[config.mk]
export PLATFORM = sky130hd
export DESIGN_NAME = hit_report_flat
export DESIGN_NICKNAME = d
export VERILOG_FILES = /design/src/rtl/hit_report_if.sv /design/src/rtl/hit_report.sv /design/src/flat_wrapper.sv
export SDC_FILE = /design/constraint.sdc
export NUM_CORES = 1
export LEC_CHECK = 0
export ABC_CLOCK_PERIOD_IN_PS = 3620
export CORE_MARGIN = 4
export CORE_UTILIZATION = 48
export CTS_BUF_LIST = sky130_fd_sc_hd__clkbuf_8
export DETAILED_ROUTE_END_ITERATION = 8
export DONT_BUFFER_PORTS = 1
export HOLD_SLACK_MARGIN = 0.02
export MAX_ROUTING_LAYER = met4
export PLACE_DENSITY_LB_ADDON = 0.3
export SLEW_MARGIN = 20
export SYNTH_ARGS = -nofsm -noshare
export SYNTH_HDL_FRONTEND = slang
export SYNTH_SLANG_ARGS = --single-unit
[constraint.sdc]
create_clock -name clk -period 3.62 [get_ports clk]
set_input_delay 0.724 -clock clk [delete_from_list [all_inputs] [get_ports clk]]
set_output_delay 0.724 -clock clk [all_outputs]
set_load 0.02 [all_outputs]
[src/rtl/hit_report_if.sv]
// Bus bundle for hit_report: key inputs, frame tick and APB read side toward the CPU.
interface hit_report_if #(
    parameter int LANES = 4
);
    logic [LANES-1:0] btn;
    logic             animate;
    logic             read_en0;
    logic             right_addr;
    logic [31:0]      prdata;
    logic             irq;
    logic             overflow;

    modport master (
        output btn, animate, read_en0, right_addr,
        input  prdata, irq, overflow
    );

    modport slave (
        input  btn, animate, read_en0, right_addr,
        output prdata, irq, overflow
    );
endinterface

[src/rtl/hit_report.sv]
// Debounces key lanes, timestamps each press with the frame count and queues
// the events in a small FIFO that firmware pops one per APB read.
module hit_report #(
    parameter int LANES   = 4,
    parameter int DEB_CYC = 250000,
    parameter int DEPTH   = 8
) (
    input  logic        clk,
    input  logic        res,
    hit_report_if.slave bus
);
    localparam int CW = (DEB_CYC > 2) ? $clog2(DEB_CYC) : 1;
    localparam int AW = (DEPTH > 1) ? $clog2(DEPTH) : 1;
    localparam logic [CW-1:0] CNT_LAST = CW'(DEB_CYC - 1);
    localparam logic [AW:0]   CNT_FULL = (AW + 1)'(DEPTH);

    logic [LANES-1:0] r_sync1;
    logic [LANES-1:0] r_sync2;
    logic [LANES-1:0] r_deb;
    logic [LANES-1:0] r_debPrev;
    logic [LANES-1:0] r_edge;
    logic [CW-1:0]    r_cnt [LANES];
    logic [15:0]      r_frame;
    logic [23:0]      r_mem [DEPTH];
    logic [AW-1:0]    r_wptr;
    logic [AW-1:0]    r_rptr;
    logic [AW:0]      r_count;
    logic             r_ovf;
    logic             r_irq;

    logic [7:0]       w_maskExt;
    logic             w_push;
    logic             w_read;
    logic             w_notEmpty;
    logic             w_full;
    logic             w_pop;
    logic             w_write;
    logic             w_drop;
    logic [AW:0]      w_countNext;
    logic [23:0]      w_head;
    logic [31:0]      w_prdata;

    always_ff @(posedge clk or negedge res) begin
        if (!res) begin
            r_sync1 <= '0;
            r_sync2 <= '0;
        end else begin
            r_sync1 <= bus.btn;
            r_sync2 <= r_sync1;
        end
    end

    // A lane's level is only accepted after DEB_CYC consecutive cycles of disagreement.
    always_ff @(posedge clk or negedge res) begin
        if (!res) begin
            for (int i = 0; i < LANES; i++) begin
                r_cnt[i] <= '0;
            end
            r_deb <= '0;
        end else begin
            for (int i = 0; i < LANES; i++) begin
                if (r_sync2[i] == r_deb[i]) begin
                    r_cnt[i] <= '0;
                end else if (r_cnt[i] == CNT_LAST) begin
                    r_deb[i] <= r_sync2[i];
                    r_cnt[i] <= '0;
                end else begin
                    r_cnt[i] <= r_cnt[i] + 1'b1;
                end
            end
        end
    end

    always_ff @(posedge clk or negedge res) begin
        if (!res) begin
            r_debPrev <= '0;
            r_edge    <= '0;
            r_frame   <= '0;
        end else begin
            r_debPrev <= r_deb;
            r_edge    <= r_deb & ~r_debPrev;
            if (bus.animate) begin
                r_frame <= r_frame + 16'd1;
            end
        end
    end

    assign w_maskExt  = 8'(r_edge);
    assign w_push     = |r_edge;
    assign w_read     = bus.read_en0 & bus.right_addr;
    assign w_notEmpty = (r_count != '0);
    assign w_full     = (r_count == CNT_FULL);
    assign w_pop      = w_read & w_notEmpty;
    // A simultaneous pop frees the slot, so a push into a full FIFO still lands.
    assign w_write    = w_push & (~w_full | w_pop);
    assign w_drop     = w_push & w_full & ~w_pop;

    always_comb begin
        w_countNext = r_count;
        if (w_write && !w_pop) begin
            w_countNext = r_count + 1'b1;
        end else if (w_pop && !w_write) begin
            w_countNext = r_count - 1'b1;
        end
    end

    always_ff @(posedge clk) begin
        if (w_write) begin
            r_mem[r_wptr] <= {w_maskExt, r_frame};
        end
    end

    always_ff @(posedge clk or negedge res) begin
        if (!res) begin
            r_wptr  <= '0;
            r_rptr  <= '0;
            r_count <= '0;
            r_irq   <= 1'b0;
            r_ovf   <= 1'b0;
        end else begin
            if (w_write) begin
                r_wptr <= r_wptr + 1'b1;
            end
            if (w_pop) begin
                r_rptr <= r_rptr + 1'b1;
            end
            r_count <= w_countNext;
            r_irq   <= (w_countNext != '0);
            if (w_drop) begin
                r_ovf <= 1'b1;
            end else if (w_read && r_ovf) begin
                r_ovf <= 1'b0;
            end
        end
    end

    assign w_head = r_mem[r_rptr];

    always_comb begin
        w_prdata = 32'h0;
        if (bus.right_addr) begin
            if (w_notEmpty) begin
                w_prdata = {1'b1, r_ovf, 6'b0, w_head};
            end else begin
                w_prdata = {1'b0, r_ovf, 30'b0};
            end
        end
    end

    assign bus.prdata   = w_prdata;
    assign bus.irq      = r_irq;
    assign bus.overflow = r_ovf;
endmodule

[src/flat_wrapper.sv]
// flat-port wrapper written by rule: the top's interface ports become plain ports
module hit_report_flat 
#(
    parameter int LANES   = 4,
    parameter int DEB_CYC = 250000,
    parameter int DEPTH   = 8
)
  (clk, res, bus_btn, bus_animate, bus_read_en0, bus_right_addr, bus_prdata, bus_irq, bus_overflow);
  hit_report_if #(.LANES(LANES)) bus_i ();
  input  logic clk;
  input  logic res;
  input wire logic [$bits(bus_i.btn)-1:0] bus_btn;
  input wire logic [$bits(bus_i.animate)-1:0] bus_animate;
  input wire logic [$bits(bus_i.read_en0)-1:0] bus_read_en0;
  input wire logic [$bits(bus_i.right_addr)-1:0] bus_right_addr;
  output wire logic [$bits(bus_i.prdata)-1:0] bus_prdata;
  output wire logic [$bits(bus_i.irq)-1:0] bus_irq;
  output wire logic [$bits(bus_i.overflow)-1:0] bus_overflow;
  assign bus_i.btn = bus_btn;
  assign bus_i.animate = bus_animate;
  assign bus_i.read_en0 = bus_read_en0;
  assign bus_i.right_addr = bus_right_addr;
  assign bus_prdata = bus_i.prdata;
  assign bus_irq = bus_i.irq;
  assign bus_overflow = bus_i.overflow;
  hit_report #(.LANES(LANES), .DEB_CYC(DEB_CYC), .DEPTH(DEPTH)) u_core (.clk(clk), .res(res), .bus(bus_i));
endmodule
==> Word level (Yosys, flattened, before mapping) <==
Memory sizes are Yosys's and may differ from the RTL's.
Index checks and enable logic that the tools add are counted.
{ "classes": {"add_sub_neg": 9, "n_eq_ne": 9, "mux": 16, "bitwise": 14, "reduce_logical": 13} }
{ "op_table": {"columns": ["op", "n"], "rows": [
  ["$mux 18", 8],
  ["$add 18x1->18 const B", 4],
  ["$eq 18x18->1 const B", 4],
  ["$mux 32", 2],
  ["$add 16x1->16 const B", 1],
  ["$mux 4", 2],
  ["$reduce_and 2->1", 4],
  ["$reduce_bool 4->1", 2],
  ["$add 3x1->3 const B", 2],
  ["$not 1->1", 6],
  ["$and 1x1->1", 5],
  ["$add 4x1->4 const B", 1],
  ["$and 4x4->4", 1],
  ["$eq 1x1->1", 4],
  ["$eq 4x4->1 const B", 1],
  ["$mux 1", 4],
  ["$not 4->4", 1],
  ["$reduce_or 4->1", 1],
  ["$sub 4x1->4 const B", 1],
  ["$logic_and 1x1->1", 3],
  ["$logic_not 1->1", 2],
  ["$reduce_bool 2->1", 1],
  ["$or 1x1->1", 1]
]} }
{ "totals": {"reg_bits": 120, "ramBits": 160, "input_bits": 9, "out_inout_bits": 34, "elab_cells": 80, "memories": 1} }
{ "memory_table": {"columns": ["memory", "words", "width", "read_ports", "rd_ports_with_merged_regs", "wr", "line", "rtl"], "rows": [
  ["u_core.r_mem", 8, 20, 1, 0, 1, "hit_report.sv:24", "logic [23:0] r_mem [DEPTH];"]
]} }

==> Longest topological paths before layout <==
Gate-level depths: netlist of the first run.
{ "logic_depth": {"word_depth": 9, "depth_mapped": 8, "depth_no_buf": 7} }

==> Worst setup path after synthesis of the first run <==
No wires, ideal clock.
{ "synth_timing": {"kind": "flip-flop to flip-flop", "from": "register u_core.r_count[1]", "to": "memory u_core.r_mem[1][0] (netlist bit), enable pin", "setup_time_ps": 422, "arrival_time_ps": 2803, "required_time_ps": 3198, "path_slack_ps": 394, "path_stages_with_launch": 7, "n_path_buf": 0, "synth_period_minus_slack_ps": 3226, "path_cell_list": "dfrtp_1 > inv_1 > ha_1 > nor2b_1 > a31oi_1 > nand2_1 > nor3_1"} }
{ "synth_between": {"elab_chain_cells": 6, "word_cells_on_any_way": 8, "classes_between": "eq/ne: 1; mux: 2; bitwise: 4; reduce/logical: 1"} }
{ "synth_lines": {"columns": ["element", "line", "rtl"], "rows": [
  ["from (decl)", "hit_report.sv:27", "logic [AW:0] r_count;"],
  ["from (signal assigned)", "hit_report.sv:127", "r_count <= w_countNext;"],
  ["$reduce_bool 4->1 or $eq 4x4->1 (tied branches)", "hit_report.sv:91, hit_report.sv:92", null],
  ["$and 1x1->1 or $not 1->1 (tied branches)", "hit_report.sv:93, hit_report.sv:95", null],
  ["$or 1x1->1 *", "hit_report.sv:95", "assign w_write = w_push & (~w_full | w_pop);"],
  ["$and 1x1->1 *", "hit_report.sv:95", null],
  ["$mux 1 *", "hit_report.sv:108", "if (w_write) begin"],
  ["$mux 1 (implied by the code) *", "hit_report.sv:109", "r_mem[r_wptr] <= {w_maskExt, r_frame};"],
  ["to (decl)", "hit_report.sv:24", null]
]} }
Mark *: on every way between the ends. The rest lies on a longest branch, timed or not.

==> Worst setup path after layout of the first run <==
{ "layout_timing": {"from": "register u_core.r_rptr[0]", "to": "output bus_prdata[18]"} }
{ "layout_between": {"elab_chain_cells": 3} }
{ "layout_lines": {"columns": ["element", "line", "rtl"], "rows": [
  ["from (decl)", "hit_report.sv:26", "logic [AW-1:0] r_rptr;"],
  ["from (signal assigned)", "hit_report.sv:125", "r_rptr <= r_rptr + 1'b1;"],
  ["$mem_v2 8x20", null, null],
  ["$mux 32", "hit_report.sv:142", "if (w_notEmpty) begin"],
  ["$mux 32", "hit_report.sv:141", "if (bus.right_addr) begin"],
  ["to (decl)", "flat_wrapper.sv:16", "output wire logic [$bits(bus_i.prdata)-1:0] bus_prdata;"]
]} }
No other way between the ends.

==> results of run 1 <==
[power groups by stage]
stage               Combinational [mW]  Clock, mW  Sequential, mW
floorplan                         1.28          0            3.71
global placement                  1.39          0            3.87
detailed placement                1.43          0            3.89
CTS                               1.47       2.76            3.82
global route                      1.58       2.92            3.85
finish                            1.44       2.67            3.82
[through the flow]
step                      utilization  total power [mW]  hold slack [ns]  instance area, um^2  setup slack, ns
after detailed placement       0.5078             5.319           0.3371                11990           0.9775
after floorplan                     -             4.996           0.3312                11600           0.3944
after CTS                      0.5474             8.047           0.1382                12930           0.3564
after global routing           0.5474             8.352           0.1585                12930           0.2135
after global placement         0.5078             5.257           0.3337                11990           0.9857
final                          0.5474             7.927           0.1579                12930           0.4415
[cell type report]
cell class                      count  area [um^2]  area share
Sequential cell                   280         7809      0.6041
Multi-Input combinational cell    466         3602      0.2787
Clock buffer                       50        688.2     0.05324
Tap cell                          319        399.1     0.03088
Clock inverter                     31        219.0     0.01694
Timing Repair Buffer               20        182.7     0.01413
Inverter                            7        26.28    0.002033
[critical path, delay by kind of cell, from the launching register on]
kind	cells	cell delay, ns
flip-flops	1	0.62
buffers and inverters	1	0.35
multiplexers	2	0.75
AND/OR/NAND/NOR	1	0.16
[registers in the layout (all words and copies together) (netlist names)]
register	flops
u_core.r_frame	16
u_core.r_count	4
u_core.bus.irq	1
u_core.r_debPrev	4
u_core.r_sync1	4
u_core.r_rptr	3
u_core.r_sync2	4
u_core.r_wptr	3
u_core.r_edge	4
u_core.r_mem	160
u_core.r_cnt	72
u_core.r_deb	4
u_core.bus.overflow	1
[worst max path at each step]
stage                                   endpoint                         start  depth (start not counted)  slack (ns)
floorplan           u_core.r_mem[1][0]$_DFFE_PP_   u_core.r_count[1]$_DFF_PN0_                          6        0.39
global placement                   bus_prdata[0]  u_core.r_rptr[0]$_DFFE_PN0N_                          4        0.99
detailed placement                bus_prdata[18]  u_core.r_rptr[0]$_DFFE_PN0N_                          4        0.98
CTS                               bus_prdata[18]  u_core.r_rptr[0]$_DFFE_PN0N_                          4        0.36
global route                      bus_prdata[18]  u_core.r_rptr[0]$_DFFE_PN0N_                          4        0.21
finish                            bus_prdata[18]  u_core.r_rptr[0]$_DFFE_PN0N_                          4        0.44
[synth_stat cells (all sizes together) (8+ instances only)]
master    n
nand2    37
buf      22
mux2      8
nor2b     8
nor2    118
mux2i    21
dfrtp   120
nand2b    8
and4      8
ha       10
nand3    32
edfxtp  160
and3      9
xnor2    38
mux4     40
nand4    19
clkbuf   13
xor2     50
nor3      8
[what timing repair did]
item / CTS / global route
setup endpoints to repair: 0 / 0
endpoints found under the hold margin: 120 / 0
hold buffers: 1 / 0
[layer usage]
metal  share of wire  routed length, um
met5               0                  0
met1            0.42               8606
met4           0.016                325
met3           0.037                763
met2            0.53              10890
[cells by family after synthesis]
| family | count (synthesis) | share of synthesized area |
|---|---|---|
| multiplexers | 69 | 0.1039 |
| AO/OA/AOI/OAI | 13 | 0.007358 |
| adder cells (fa/ha/maj) | 10 | 0.01082 |
| buffers and inverters | 42 | 0.01872 |
| other | 1 | 0.0003243 |
| AND/OR/NAND/NOR | 276 | 0.1171 |
| flip-flops | 280 | 0.6752 |
| XOR/XNOR | 88 | 0.06665 |
==> flow_metrics.tcl, run 1 <==
set metrics [dict create \
    synth_edf_count 160 \
    post-route-min-period_ns 3.178 \
    area_delta_synth_final_pct 11.78 \
    use_met1 0.2051 \
    p_leak_nw 4.961 \
    core_region_area_mm2 0.02361 \
    first_iter_violations 468 \
    syn_area_per_cell_um2 14.84 \
    rr_endpoint "u_core.r_mem[1][19]$_DFFE_PP_" \
    worst_pin_slew_ns 0.7650 \
    gr-max-usage-layer "met2" \
    finalSetupViolCount 0 \
    seq_power_share 0.482 \
    cp.arrival_ns 2.45 \
    antennaDiodeCount 0 \
    rows 56 \
    fmax_mhz 314.6 \
    overflow 0 \
    vias 6298 \
    crit_type "reg -> out" \
    yosysWarnings 0 \
    start_kind "flip-flop" \
    sw_frac_of_total 0.2747 \
    final_common_cell "edfxtp_1" \
    cpPeakStageDelay_ns 0.62 \
    grt_pass1_vias 6670 \
    worst_r2r_path_depth 7 \
    dr.pass1.iters 4 \
    cts_root_buffer "clkbuf_8" \
    powerDensity_mw_per_mm2 613.3 \
    cp_slowest_cell "dfrtp_2" \
    rr_startpoint "u_core.r_count[1]$_DFF_PN0_" \
    grt.total_usage 0.1676 \
    path_clk_slew_ns 0.06 \
    wl_per_cell_um 17.55 \
    ctsResizeCount 0 \
    post_cts_buffers 0 \
    grt_max_degree 121 \
    cts_buffers 44 \
    viasPerCell 5.369 \
    synth_area_mm2 0.01156 \
    insertion_delay_ns 0.57 \
    comb_power_share 0.182 \
    synthArstFlopShare 0.4286 \
    ant_nets 0 \
    worstPathMaxFanout 13 \
    setup_tns_ns 0 \
    synth_cells 779 \
    grtUsageMet2 0.2879 \
    cell_internal_pwr_mw 5.750 \
    place_congestion 0.7876 \
    irDropWorstVdd_mv 0.3613 \
    synth_top_area_share 0.4155 \
    ys_types 46 \
    grt_first_pass_wirelength_um 34600 \
    drive_above_1_share 0.1651 \
    drcViolationCount 0 \
    relSlewSlack 0.4900 \
    initial_utilization 0.4897 \
    die_width_um 163.2 \
    synth_seq_cells 280 \
    max-cap-violations 0 \
    clock-sinks 280 \
    dp_cells 1091 \
    min_path_type "in -> async" \
    drv_slew 0 \
    cts_tree "yes" \
    post-synth-top-area-cell "edfxtp_1" \
    die_h_um 163.2 \
    r2r_setup_slack_ns 1.00 \
    layout_common_cells "edfxtp_1 (160), dfrtp_1 (119), nor2_1 (112)" \
    ys_seq_area_frac 0.6752 \
    die_area_mm2 0.02664 \
    required_ns 2.90 \
    fillers 1923 \
    dp_hpwl_um 12900 \
    hold_violations 0 \
    grt_antenna_before_repair 0 \
    yosys-top-cells-area "edfxtp_1 (42%), dfrtp_1 (26%), mux4_2 (7.8%)" \
    portBuffers 0 \
    switchingPower_mw 2.177 \
    clk_path_buf_depth 3 \
    final_nets 838 \
    outcome "complete, no violations" \
    cts.htree.levels 2 \
    min_period_over_period 0.8780 \
    end_kind "primary output" \
    rsz0062_at_grt "no" \
    pin_count 43 \
    routed_wl_um 20580 \
    ys.flop_type "edfxtp_1" \
    path_cells "buf_4 -> mux4_2 -> mux2i_1 -> nor2_1" \
    fin_cells 1173 \
    clock_power_share 0.337 \
    finalClockSkew_ns 0.03890 \
    grt_use_met3 0.03306 \
]
Power figures use the tool's default switching activity.
==> run 2, diff against run 1 <==
--- a/config.mk
+++ b/config.mk
@@ -8,7 +8,6 @@
 export ABC_CLOCK_PERIOD_IN_PS = 3620
 export CORE_MARGIN = 4
 export CORE_UTILIZATION = 48
-export CTS_BUF_LIST = sky130_fd_sc_hd__clkbuf_8
 export DETAILED_ROUTE_END_ITERATION = 8
 export DONT_BUFFER_PORTS = 1
 export HOLD_SLACK_MARGIN = 0.02
==> run 2 against run 1 <==
Via count fell by 2.0%; combinational power barely moved; clock power up 7.9%.
==> flow_metrics.tcl, run 2 (synthesis results as in run 1) <==
set metrics [dict create \
    rows 56 \
    place_congestion 0.7876 \
    ant_nets 0 \
    pin_count 43 \
    grt_max_degree 121 \
    path_clk_slew_ns 0.06 \
    use_met1 0.2071 \
    die_width_um 163.2 \
    final_nets 823 \
    routed_wl_um 20540 \
    cts_tree "yes" \
    rsz0062_at_grt "no" \
    required_ns 2.90 \
    die_h_um 163.2 \
    grt_antenna_before_repair 0 \
    worst_pin_slew_ns 0.7590 \
    largest_reg_flops 160 \
    rr_endpoint "u_core.r_mem[1][4]$_DFFE_PP_" \
    min_period_over_period 0.8713 \
    cp-startpoint "u_core.r_rptr[0]$_DFFE_PN0N_" \
    dr.pass1.iters 7 \
    powerDensity_mw_per_mm2 628.3 \
    irDropWorstVdd_mv 0.3004 \
    worstPathMaxFanout 13 \
    r2r_setup_slack_ns 1.00 \
    comb_power_share 0.177 \
    final_util 0.5484 \
    grt.total_usage 0.1649 \
    fmax_mhz 317.1 \
    outcome "complete, no violations" \
    finalClockSkew_ns 0.01100 \
    insertion_delay_ns 0.53 \
    overflow 0 \
    initial_utilization 0.4897 \
    area_delta_synth_final_pct 11.99 \
    min_path_type "in -> async" \
    switchingPower_mw 2.170 \
    core_region_area_mm2 0.02361 \
    setup_tns_ns 0 \
    drcViolationCount 0 \
    post-route-min-period_ns 3.154 \
    clock_power_share 0.354 \
    rr_startpoint "u_core.r_count[1]$_DFF_PN0_" \
    gr-max-usage-layer "met2" \
    cts.htree.levels 1 \
    portBuffers 0 \
    reg_top3 "u_core.r_mem: 160 flops, u_core.r_cnt: 72 flops, u_core.r_frame: 16 flops" \
    final_common_cell "edfxtp_1" \
    grt_pass1_vias 6470 \
    cts_root_buffer "clkbuf_16" \
    first_iter_violations 400 \
    p_leak_nw 4.893 \
    finalSetupViolCount 0 \
    drv_slew 0 \
    hold_violations 0 \
    grtUsageMet2 0.2870 \
    top_register "u_core.r_mem" \
    antennaDiodeCount 0 \
    start_kind "flip-flop" \
    end_kind "primary output" \
    cell_internal_pwr_mw 5.966 \
    sw_frac_of_total 0.2667 \
    die_area_mm2 0.02664 \
    clock-sinks 280 \
    wl_per_cell_um 17.94 \
    vias 6170 \
    clk_path_buf_depth 3 \
    layout_common_cells "edfxtp_1 (160), dfrtp_1 (119), nor2_1 (112)" \
    p_total_mw 8.136 \
    grt_first_pass_wirelength_um 34310 \
    dp_hpwl_um 12900 \
    drive_above_1_share 0.1513 \
    grt_use_met3 0.02473 \
    cts_buffers 29 \
    max-cap-violations 0 \
    seq_power_share 0.470 \
    viasPerCell 5.389 \
    crit_type "reg -> out" \
    cp.arrival_ns 2.43 \
    worst_r2r_path_depth 7 \
    relSlewSlack 0.4940 \
]
## run 2: final cells by class
type,count,area (um^2)
clock buffers,35,758.2
clock inverters,18,172.7
fillers,1882,10660
inverters,7,26.28
multi-input cells,466,3602
flip-flops and latches,280,7809
well taps,319,399.1
repair buffers,20,182.7
## run 2: metrics by stage
| step | hold WS, ns | instances | setup slack (ns) | instance area (um^2) |
|---|---|---|---|---|
| 4_1_cts | 0.1740 | 1145 | 0.3947 | 12950 |
| 6_report | 0.1645 | 1145 | 0.4660 | 12950 |
| 5_1_grt | 0.1755 | 1145 | 0.2715 | 12950 |
| 3_5_place_dp | 0.3371 | 1091 | 0.9775 | 11990 |
| 2_1_floorplan | 0.3312 | 788 | 0.3944 | 11600 |
| 3_3_place_gp | 0.3337 | 1091 | 0.9857 | 11990 |
## run 2: layer usage
metal,wire [um],share of wire
met5,0,0
met4,293,0.014
met3,816,0.040
met2,10830,0.53
met1,8599,0.42
## run 2: worst max-delay path: stages, from the launching register on
cell and delay [ns]:
dfrtp_2 0.62, buf_4 0.35, mux4_2 0.55, mux2i_1 0.21
nor2_1 0.16
## run 2: what timing repair did
item	4_1_cts	5_1_grt
buffers inserted	0	0
hold endpoints to repair	120	0
hold buffers	1	0
gates resized for setup	0	0
## run 2: worst max path at each step
stage and to:
2_1_floorplan u_core.r_mem[1][0]$_DFFE_PP_, 3_3_place_gp bus_prdata[0], 3_5_place_dp bus_prdata[18], 4_1_cts bus_prdata[18], 5_1_grt bus_prdata[18], 6_report bus_prdata[18]
## run 2: power by group through the flow
| stage | Sequential, mW | Clock, mW | Combinational (mW) |
|---|---|---|---|
| after floorplan | 3.71 | 0 | 1.28 |
| after global placement | 3.87 | 0 | 1.39 |
| after detailed placement | 3.89 | 0 | 1.43 |
| after CTS | 3.82 | 2.95 | 1.47 |
| after global routing | 3.85 | 3.09 | 1.58 |
| final | 3.82 | 2.88 | 1.44 |
